--- src/rtl/alu_pkg.sv ---
// ---------------------------------------------------------------------------
// alu_pkg
//   Definitions shared by the ALU writeback stage: datapath and opcode
//   widths, opcode encodings, the writeback FSM state type, and a helper
//   that tells whether an opcode drains as two bus beats (ZLo then ZHi).
// ---------------------------------------------------------------------------
package alu_pkg;

    localparam int DATA_W   = 32;
    localparam int OPCODE_W = 5;

    // Opcode encodings
    localparam logic [OPCODE_W-1:0] OP_AND  = 5'b00001;
    localparam logic [OPCODE_W-1:0] OP_OR   = 5'b00010;
    localparam logic [OPCODE_W-1:0] OP_ADD  = 5'b00011;
    localparam logic [OPCODE_W-1:0] OP_SUB  = 5'b00100;
    localparam logic [OPCODE_W-1:0] OP_SHR  = 5'b00101;
    localparam logic [OPCODE_W-1:0] OP_SHRA = 5'b00110;
    localparam logic [OPCODE_W-1:0] OP_SHL  = 5'b00111;
    localparam logic [OPCODE_W-1:0] OP_ROR  = 5'b01000;
    localparam logic [OPCODE_W-1:0] OP_ROL  = 5'b01001;
    localparam logic [OPCODE_W-1:0] OP_NEG  = 5'b01010;
    localparam logic [OPCODE_W-1:0] OP_NOT  = 5'b01011;
    localparam logic [OPCODE_W-1:0] OP_DIV  = 5'b01111;
    localparam logic [OPCODE_W-1:0] OP_MUL  = 5'b10000;
    localparam logic [OPCODE_W-1:0] OP_NOP  = 5'b11010;

    typedef enum logic [1:0] {
        IDLE = 2'd0,
        LO   = 2'd1,
        HI   = 2'd2
    } wb_state_t;

    // mul and div produce a meaningful upper half that must go on the bus.
    function automatic logic is_two_beat(input logic [OPCODE_W-1:0] op);
        return (op == OP_MUL) || (op == OP_DIV);
    endfunction

endpackage

--- src/rtl/result_fifo.sv ---
// ---------------------------------------------------------------------------
// result_fifo
//   Small synchronous FIFO holding captured ALU results. The head entry is
//   presented combinationally on rd_data so the writeback FSM can put it on
//   the bus in the cycle right after it was pushed.
// Ports
//   clock    : clock, rising edge
//   clear    : asynchronous active-low reset (empties the FIFO)
//   push     : write wr_data (ignored when full)
//   pop      : discard head entry (ignored when empty)
//   wr_data  : entry to write
//   rd_data  : head entry (valid when !empty)
//   full     : DEPTH entries held
//   empty    : no entries held
//   count    : registered occupancy, 0..DEPTH
// ---------------------------------------------------------------------------
module result_fifo #(
    parameter int DEPTH = 2,
    parameter int WIDTH = 65
) (
    input  logic                     clock,
    input  logic                     clear,
    input  logic                     push,
    input  logic                     pop,
    input  logic [WIDTH-1:0]         wr_data,
    output logic [WIDTH-1:0]         rd_data,
    output logic                     full,
    output logic                     empty,
    output logic [$clog2(DEPTH):0]   count
);

    localparam int PTR_W = $clog2(DEPTH);

    logic [WIDTH-1:0] mem [DEPTH];
    logic [PTR_W-1:0] wr_ptr_reg;
    logic [PTR_W-1:0] rd_ptr_reg;
    logic [PTR_W:0]   count_reg;

    logic push_ok;
    logic pop_ok;

    assign full    = (count_reg == (PTR_W+1)'(DEPTH));
    assign empty   = (count_reg == '0);
    assign count   = count_reg;
    assign push_ok = push && !full;
    assign pop_ok  = pop && !empty;
    assign rd_data = mem[rd_ptr_reg];

    // Storage carries no reset; only occupancy bookkeeping is cleared.
    always_ff @(posedge clock) begin
        if (push_ok) begin
            mem[wr_ptr_reg] <= wr_data;
        end
    end

    // DEPTH is a power of two, so pointers wrap by natural overflow.
    always_ff @(posedge clock or negedge clear) begin
        if (!clear) begin
            wr_ptr_reg <= '0;
            rd_ptr_reg <= '0;
            count_reg  <= '0;
        end else begin
            if (push_ok) begin
                wr_ptr_reg <= wr_ptr_reg + PTR_W'(1);
            end
            if (pop_ok) begin
                rd_ptr_reg <= rd_ptr_reg + PTR_W'(1);
            end
            case ({push_ok, pop_ok})
                2'b10:   count_reg <= count_reg + (PTR_W+1)'(1);
                2'b01:   count_reg <= count_reg - (PTR_W+1)'(1);
                default: count_reg <= count_reg;
            endcase
        end
    end

endmodule

--- src/rtl/alu_z_writeback.sv ---
// ---------------------------------------------------------------------------
// alu_z_writeback
//   Captures each 64-bit ALU result with its opcode into a small FIFO and
//   drains it onto the 32-bit bus as a ZLo beat, followed by a ZHi beat for
//   mul/div. When the final beat of a result is accepted, the architectural
//   zhi/zlo registers take the full result and result_cnt increments.
// Ports
//   clock       : clock, rising edge
//   clear       : asynchronous active-low reset
//   in_valid    : ALU result/opcode valid
//   in_ready    : stage can accept (FIFO not full, registered)
//   in_opcode   : opcode that produced in_result (nop is accepted and dropped)
//   in_result   : 64-bit ALU result C
//   bus_valid   : bus_data holds a beat
//   bus_ready   : bus consumes the beat when bus_valid & bus_ready
//   bus_data    : beat payload
//   bus_hi      : 0 = ZLo beat, 1 = ZHi beat
//   bus_last    : final beat of the current result
//   zhi, zlo    : architectural Z halves
//   result_cnt  : results fully drained since reset (wraps)
// ---------------------------------------------------------------------------
module alu_z_writeback #(
    parameter int DEPTH    = 2,
    parameter int DATA_W   = 32,
    parameter int OPCODE_W = 5
) (
    input  logic                  clock,
    input  logic                  clear,
    input  logic                  in_valid,
    output logic                  in_ready,
    input  logic [OPCODE_W-1:0]   in_opcode,
    input  logic [2*DATA_W-1:0]   in_result,
    output logic                  bus_valid,
    input  logic                  bus_ready,
    output logic [DATA_W-1:0]     bus_data,
    output logic                  bus_hi,
    output logic                  bus_last,
    output logic [DATA_W-1:0]     zhi,
    output logic [DATA_W-1:0]     zlo,
    output logic [15:0]           result_cnt
);

    import alu_pkg::*;

    localparam int CNT_W   = $clog2(DEPTH) + 1;
    localparam int ENTRY_W = 2*DATA_W + 1;

    wb_state_t state_reg;
    wb_state_t state_next;

    logic [DATA_W-1:0] zhi_reg;
    logic [DATA_W-1:0] zlo_reg;
    logic [15:0]       result_cnt_reg;

    logic               fifo_full;
    logic               fifo_empty;
    logic [CNT_W-1:0]   fifo_count;
    logic [ENTRY_W-1:0] fifo_wr_data;
    logic [ENTRY_W-1:0] fifo_rd_data;

    logic              push;
    logic              pop;
    logic              done;
    logic              head_two_beat;
    logic [DATA_W-1:0] head_lo;
    logic [DATA_W-1:0] head_hi;
    logic              more_after_pop;

    // in_ready comes only from the registered FIFO count, never from bus_ready.
    assign in_ready     = !fifo_full;
    assign push         = in_valid && in_ready && (in_opcode != OP_NOP);
    assign fifo_wr_data = {is_two_beat(in_opcode), in_result};

    assign head_two_beat = fifo_rd_data[ENTRY_W-1];
    assign head_lo       = fifo_rd_data[DATA_W-1:0];
    assign head_hi       = fifo_rd_data[2*DATA_W-1:DATA_W];

    // Another result is ready for the next cycle if one remains behind the
    // head or one is being pushed right now; this removes the bubble between
    // back-to-back results.
    assign more_after_pop = (fifo_count > CNT_W'(1)) || push;

    result_fifo #(
        .DEPTH (DEPTH),
        .WIDTH (ENTRY_W)
    ) u_result_fifo (
        .clock   (clock),
        .clear   (clear),
        .push    (push),
        .pop     (pop),
        .wr_data (fifo_wr_data),
        .rd_data (fifo_rd_data),
        .full    (fifo_full),
        .empty   (fifo_empty),
        .count   (fifo_count)
    );

    always_ff @(posedge clock or negedge clear) begin
        if (!clear) begin
            state_reg <= IDLE;
        end else begin
            state_reg <= state_next;
        end
    end

    // Bus outputs depend only on state and the FIFO head, both of which only
    // change on an accepted beat, so a stalled beat never changes.
    always_comb begin
        state_next = state_reg;
        bus_valid  = 1'b0;
        bus_hi     = 1'b0;
        bus_last   = 1'b0;
        bus_data   = '0;
        pop        = 1'b0;
        done       = 1'b0;
        case (state_reg)
            IDLE: begin
                // Entering LO on the push itself gives bus_valid the cycle after.
                if (push || !fifo_empty) begin
                    state_next = LO;
                end
            end
            LO: begin
                bus_valid = 1'b1;
                bus_last  = !head_two_beat;
                bus_data  = head_lo;
                if (bus_ready) begin
                    if (head_two_beat) begin
                        state_next = HI;
                    end else begin
                        pop        = 1'b1;
                        done       = 1'b1;
                        state_next = more_after_pop ? LO : IDLE;
                    end
                end
            end
            HI: begin
                bus_valid = 1'b1;
                bus_hi    = 1'b1;
                bus_last  = 1'b1;
                bus_data  = head_hi;
                if (bus_ready) begin
                    pop        = 1'b1;
                    done       = 1'b1;
                    state_next = more_after_pop ? LO : IDLE;
                end
            end
            default: begin
                state_next = IDLE;
            end
        endcase
    end

    always_ff @(posedge clock or negedge clear) begin
        if (!clear) begin
            zhi_reg        <= '0;
            zlo_reg        <= '0;
            result_cnt_reg <= '0;
        end else if (done) begin
            zhi_reg        <= head_hi;
            zlo_reg        <= head_lo;
            result_cnt_reg <= result_cnt_reg + 16'd1;
        end
    end

    assign zhi        = zhi_reg;
    assign zlo        = zlo_reg;
    assign result_cnt = result_cnt_reg;

endmodule

--- config.mk ---
export PLATFORM = sky130hd
export DESIGN_NAME = alu_z_writeback
export DESIGN_NICKNAME = d
export VERILOG_FILES = /design/src/rtl/alu_pkg.sv /design/src/rtl/result_fifo.sv /design/src/rtl/alu_z_writeback.sv
export SDC_FILE = /design/constraint.sdc
export NUM_CORES = 1
export LEC_CHECK = 0
export ABC_AREA = 1
export BUFFER_PORTS_ARGS = -buffer_cell sky130_fd_sc_hd__buf_2
export CORE_MARGIN = 5
export CORE_UTILIZATION = 46
export CTS_BUF_LIST = sky130_fd_sc_hd__clkbuf_8
export CTS_CLUSTER_SIZE = 14
export DETAILED_ROUTE_END_ITERATION = 7
export PLACE_DENSITY = 0.69
export SYNTH_ARGS = -nofsm -noshare
export SYNTH_HDL_FRONTEND = slang
export SYNTH_HIERARCHICAL = 1
export SYNTH_SLANG_ARGS = --single-unit
--- constraint.sdc ---
create_clock -name clock -period 4.7 [get_ports clock]
set_clock_uncertainty 0.05 [all_clocks]
set_input_delay 0.94 -clock clock [delete_from_list [all_inputs] [get_ports clock]]
set_output_delay 0.94 -clock clock [all_outputs]
set_load 0.1 [all_outputs]
==> metrics.md <==
| Metric | Value |
|---|---|
| Die Span Y | `149 µm` |
| CTS Buf Count | `38` |
| Synth Warn # | `6` |
| CP Depth | `7` |
| Fin. max-slew vios | `0` |
| Clk_lat worst skew | `about 520 ps` |
| Starting Density | `between 40% and 50%` |
| Worst hold path type | `in2async` |
| Area of the mapped netlist | `8900 µm²` |
| Worst Path Required | `3710 ps` |
| Worst-path cell chain | `inv_2, buf_4, nand2_1, nand2_1, nand2_1, a21oi_1, buf_2` |
| Mean Syn Cell Area | `9.98 µm²` |
| Setup bufs post-CTS | `0` |
| Max-cap violations | `0` |
| Top cell by count, worst path | `nand2_1` |
| Port buffer count | `188` |
| RD Place Congestion | `approximately 0.83` |
| P&R area growth vs syn | `21.4%` |
| Yosys reg bits | `216` |
| Cell variety after synth | `28` |
| WP buf/inv | `3` |
| Crit share post-route | `between 80% and 90%` |
| # fillers | `~1700` |
| Number of core rows | `50` |
| Hold buffers post-CTS | `0` |
| CP Launch Type | `flop` |
| Outcome | `completed` |
| Period minus WS final | `about 3800 ps` |
| Detail-routed via count per cell | `between 4 and 5` |
| Critical path type | `reg2out` |
| TritonRoute pass-1 iters | `5` |
| Max reg flops | `130` |
| Final Hold Vio Count | `0` |
| Antenna violations before repair | `2` |
| Core ar. | `18900 µm²` |
| Max Buffers Root-to-Sink | `3` |
| Setup crit end kind | `output pin` |
| Worst-path clk slew | `roughly 60 ps` |
| Nets@finish | `approximately 1200` |
| FF-to-FF path depth | `9` |
| Layout cells sized above 1 | `23.8%` |
| Syn nets | `971` |
| Slowest CP cell | `inv_2` |
| CTS H-Tree Depth | `2` |
| Overflow after GRT | `0` |
| Antenna viol nets, final | `0` |
| Detail Placement HPWL | `around 15 mm` |
| Routed WL per cell | `between 15 and 20 µm` |
| Tightest Pin Transition | `947 ps` |
| Global-route wire length before repair | `~37 mm` |
| Drc violations | `0` |
| Placed cell count | `1310` |
| Routed WL | `around 24 mm` |
| Delay-heaviest family, CP | `buffers and inverters` |
| Reg area | `6060 µm²` |
| Vias in the first global route | `~6800` |
| Fmax | `approximately 0.26 GHz` |
| Drt initial violations | `about 430` |
| Setup TNS | `0 ps` |
| CTS sink cnt | `approximately 220` |
| Fin cells | `about 1400` |
| Area occupied by multi-input gates | `2540 µm²` |
| WP data arrival | `2800 ps` |
| Sequential area share after synthesis | `68.0%` |
| Pin count of the biggest net entering global routing | `71` |
| Die Area | `~22000 µm²` |
| Post-CTS Resized | `0` |
| RSZ-0062 raised after global routing | `no` |
| Max stage delay on crit path | `600 ps` |
| Chip width | `149 µm` |
| Crit path max fanout | `44` |
| All-Layer GR Usage | `21.2%` |
| CTS tree | `done` |
| Vias | `a little under 7000` |
| # setup viols final | `0` |
| Post-synthesis cell count | `892` |
| IO Pins | `189` |
| Root Driver | `clkbuf_8` |
| Slew HR | `between 30% and 40%` |
## logic make-up (layout without fill, tap and decap cells)
family | after synthesis | in the layout | share of synthesized area (%)
adders and majority gates | 6 | 6 | 0.843
other | 0 | 2 | 0
xor gates and xnor gates | 9 | 9 | 0.885
buffers and inverters | 70 | 298 | 3.64
AOI/OAI and AO/OA | 40 | 40 | 2.54
and+or+nand+nor | 551 | 551 | 24.1
DFF | 216 | 216 | 68.0
## through the flow
| stage | hold WS, ps | setup slack (ps) | util (%) | cell area (µm²) |
|---|---|---|---|---|
| final | 415 | 909 | 57.2 | 10800 |
| after global routing | 435 | 733 | 57.2 | 10800 |
| after CTS | 426 | 880 | 57.2 | 10800 |
| after detailed placement | 409 | 1450 | 53.2 | 10000 |
| after global placement | 410 | 1430 | 53.2 | 10000 |
| after floorplan | 400 | 138 | - | 8900 |
## final cells by class
cell class	count	area share [%]
Antenna cell	2	0.0463
Clock buffer	45	5.73
Clock inverter	25	1.24
Inverter	31	1.09
Multi-Input combinational cell	606	23.5
Sequential cell	216	56.0
Tap cell	260	3.01
Timing Repair Buffer	197	9.36
## path summary, 6_finish.rpt
path / slack, ps / start / to
setup / recovery: 910 / u_result_fifo/rd_ptr_reg / bus_data[25]
hold / removal: 420 / clear / result_cnt[15]
setup reg to reg: 1570 / state_reg[0] / result_cnt[15]
hold reg to reg: 420 / zlo[10] / zlo[10]
max in group asynchronous: 3200 / clear / zlo[22]
min in group clock: 420 / zlo[10] / zlo[10]
## synth_stat cells, drive strengths merged
| master | number | share of area (%) |
|---|---|---|
| o21bai | 1 | 0.084 |
| clkbuf | 9 | 0.38 |
| edfxtp | 130 | 44 |
| o21ai | 5 | 0.41 |
| ha | 6 | 0.84 |
| dfrtp | 86 | 24 |
| o22ai | 1 | 0.070 |
| nor3 | 1 | 0.056 |
| nand4 | 5 | 0.35 |
| xnor2 | 6 | 0.59 |
| nand3b | 5 | 0.42 |
| buf | 30 | 2.0 |
| nand2 | 508 | 21 |
| xor2 | 3 | 0.30 |
| nand3 | 13 | 0.87 |
| nor2 | 19 | 0.97 |
| a21oi | 33 | 2.0 |
| inv | 31 | 1.3 |
## layer usage
metal  track usage [%]  vias to the layer above  part of all wire (%)
met4              5.40                        2                   1.1
met5                 0                        -                 0.030
met2              37.1                      279                    51
met3              5.41                       27                   8.2
met1              26.3                     3193                    40
li1                  -                     3264                     -
## cells in the final DEF, fill, tap and decap left out, drive strengths merged
cell    instances
edfxtp        130
diode           2
o21bai          1
o22ai           1
clkbuf         45
buf           197
bufinv          1
inv            48
nand2         508
xor2            3
clkinv          7
nand4           5
a21oi          33
nor2           19
nand3          13
nor3            1
dfrtp          86
o21ai           5
nand3b          5
xnor2           6
ha              6
Power is left out: the tool's default activity adds up to more than one toggle a clock period on the data nets, which glitch-free logic cannot reach.
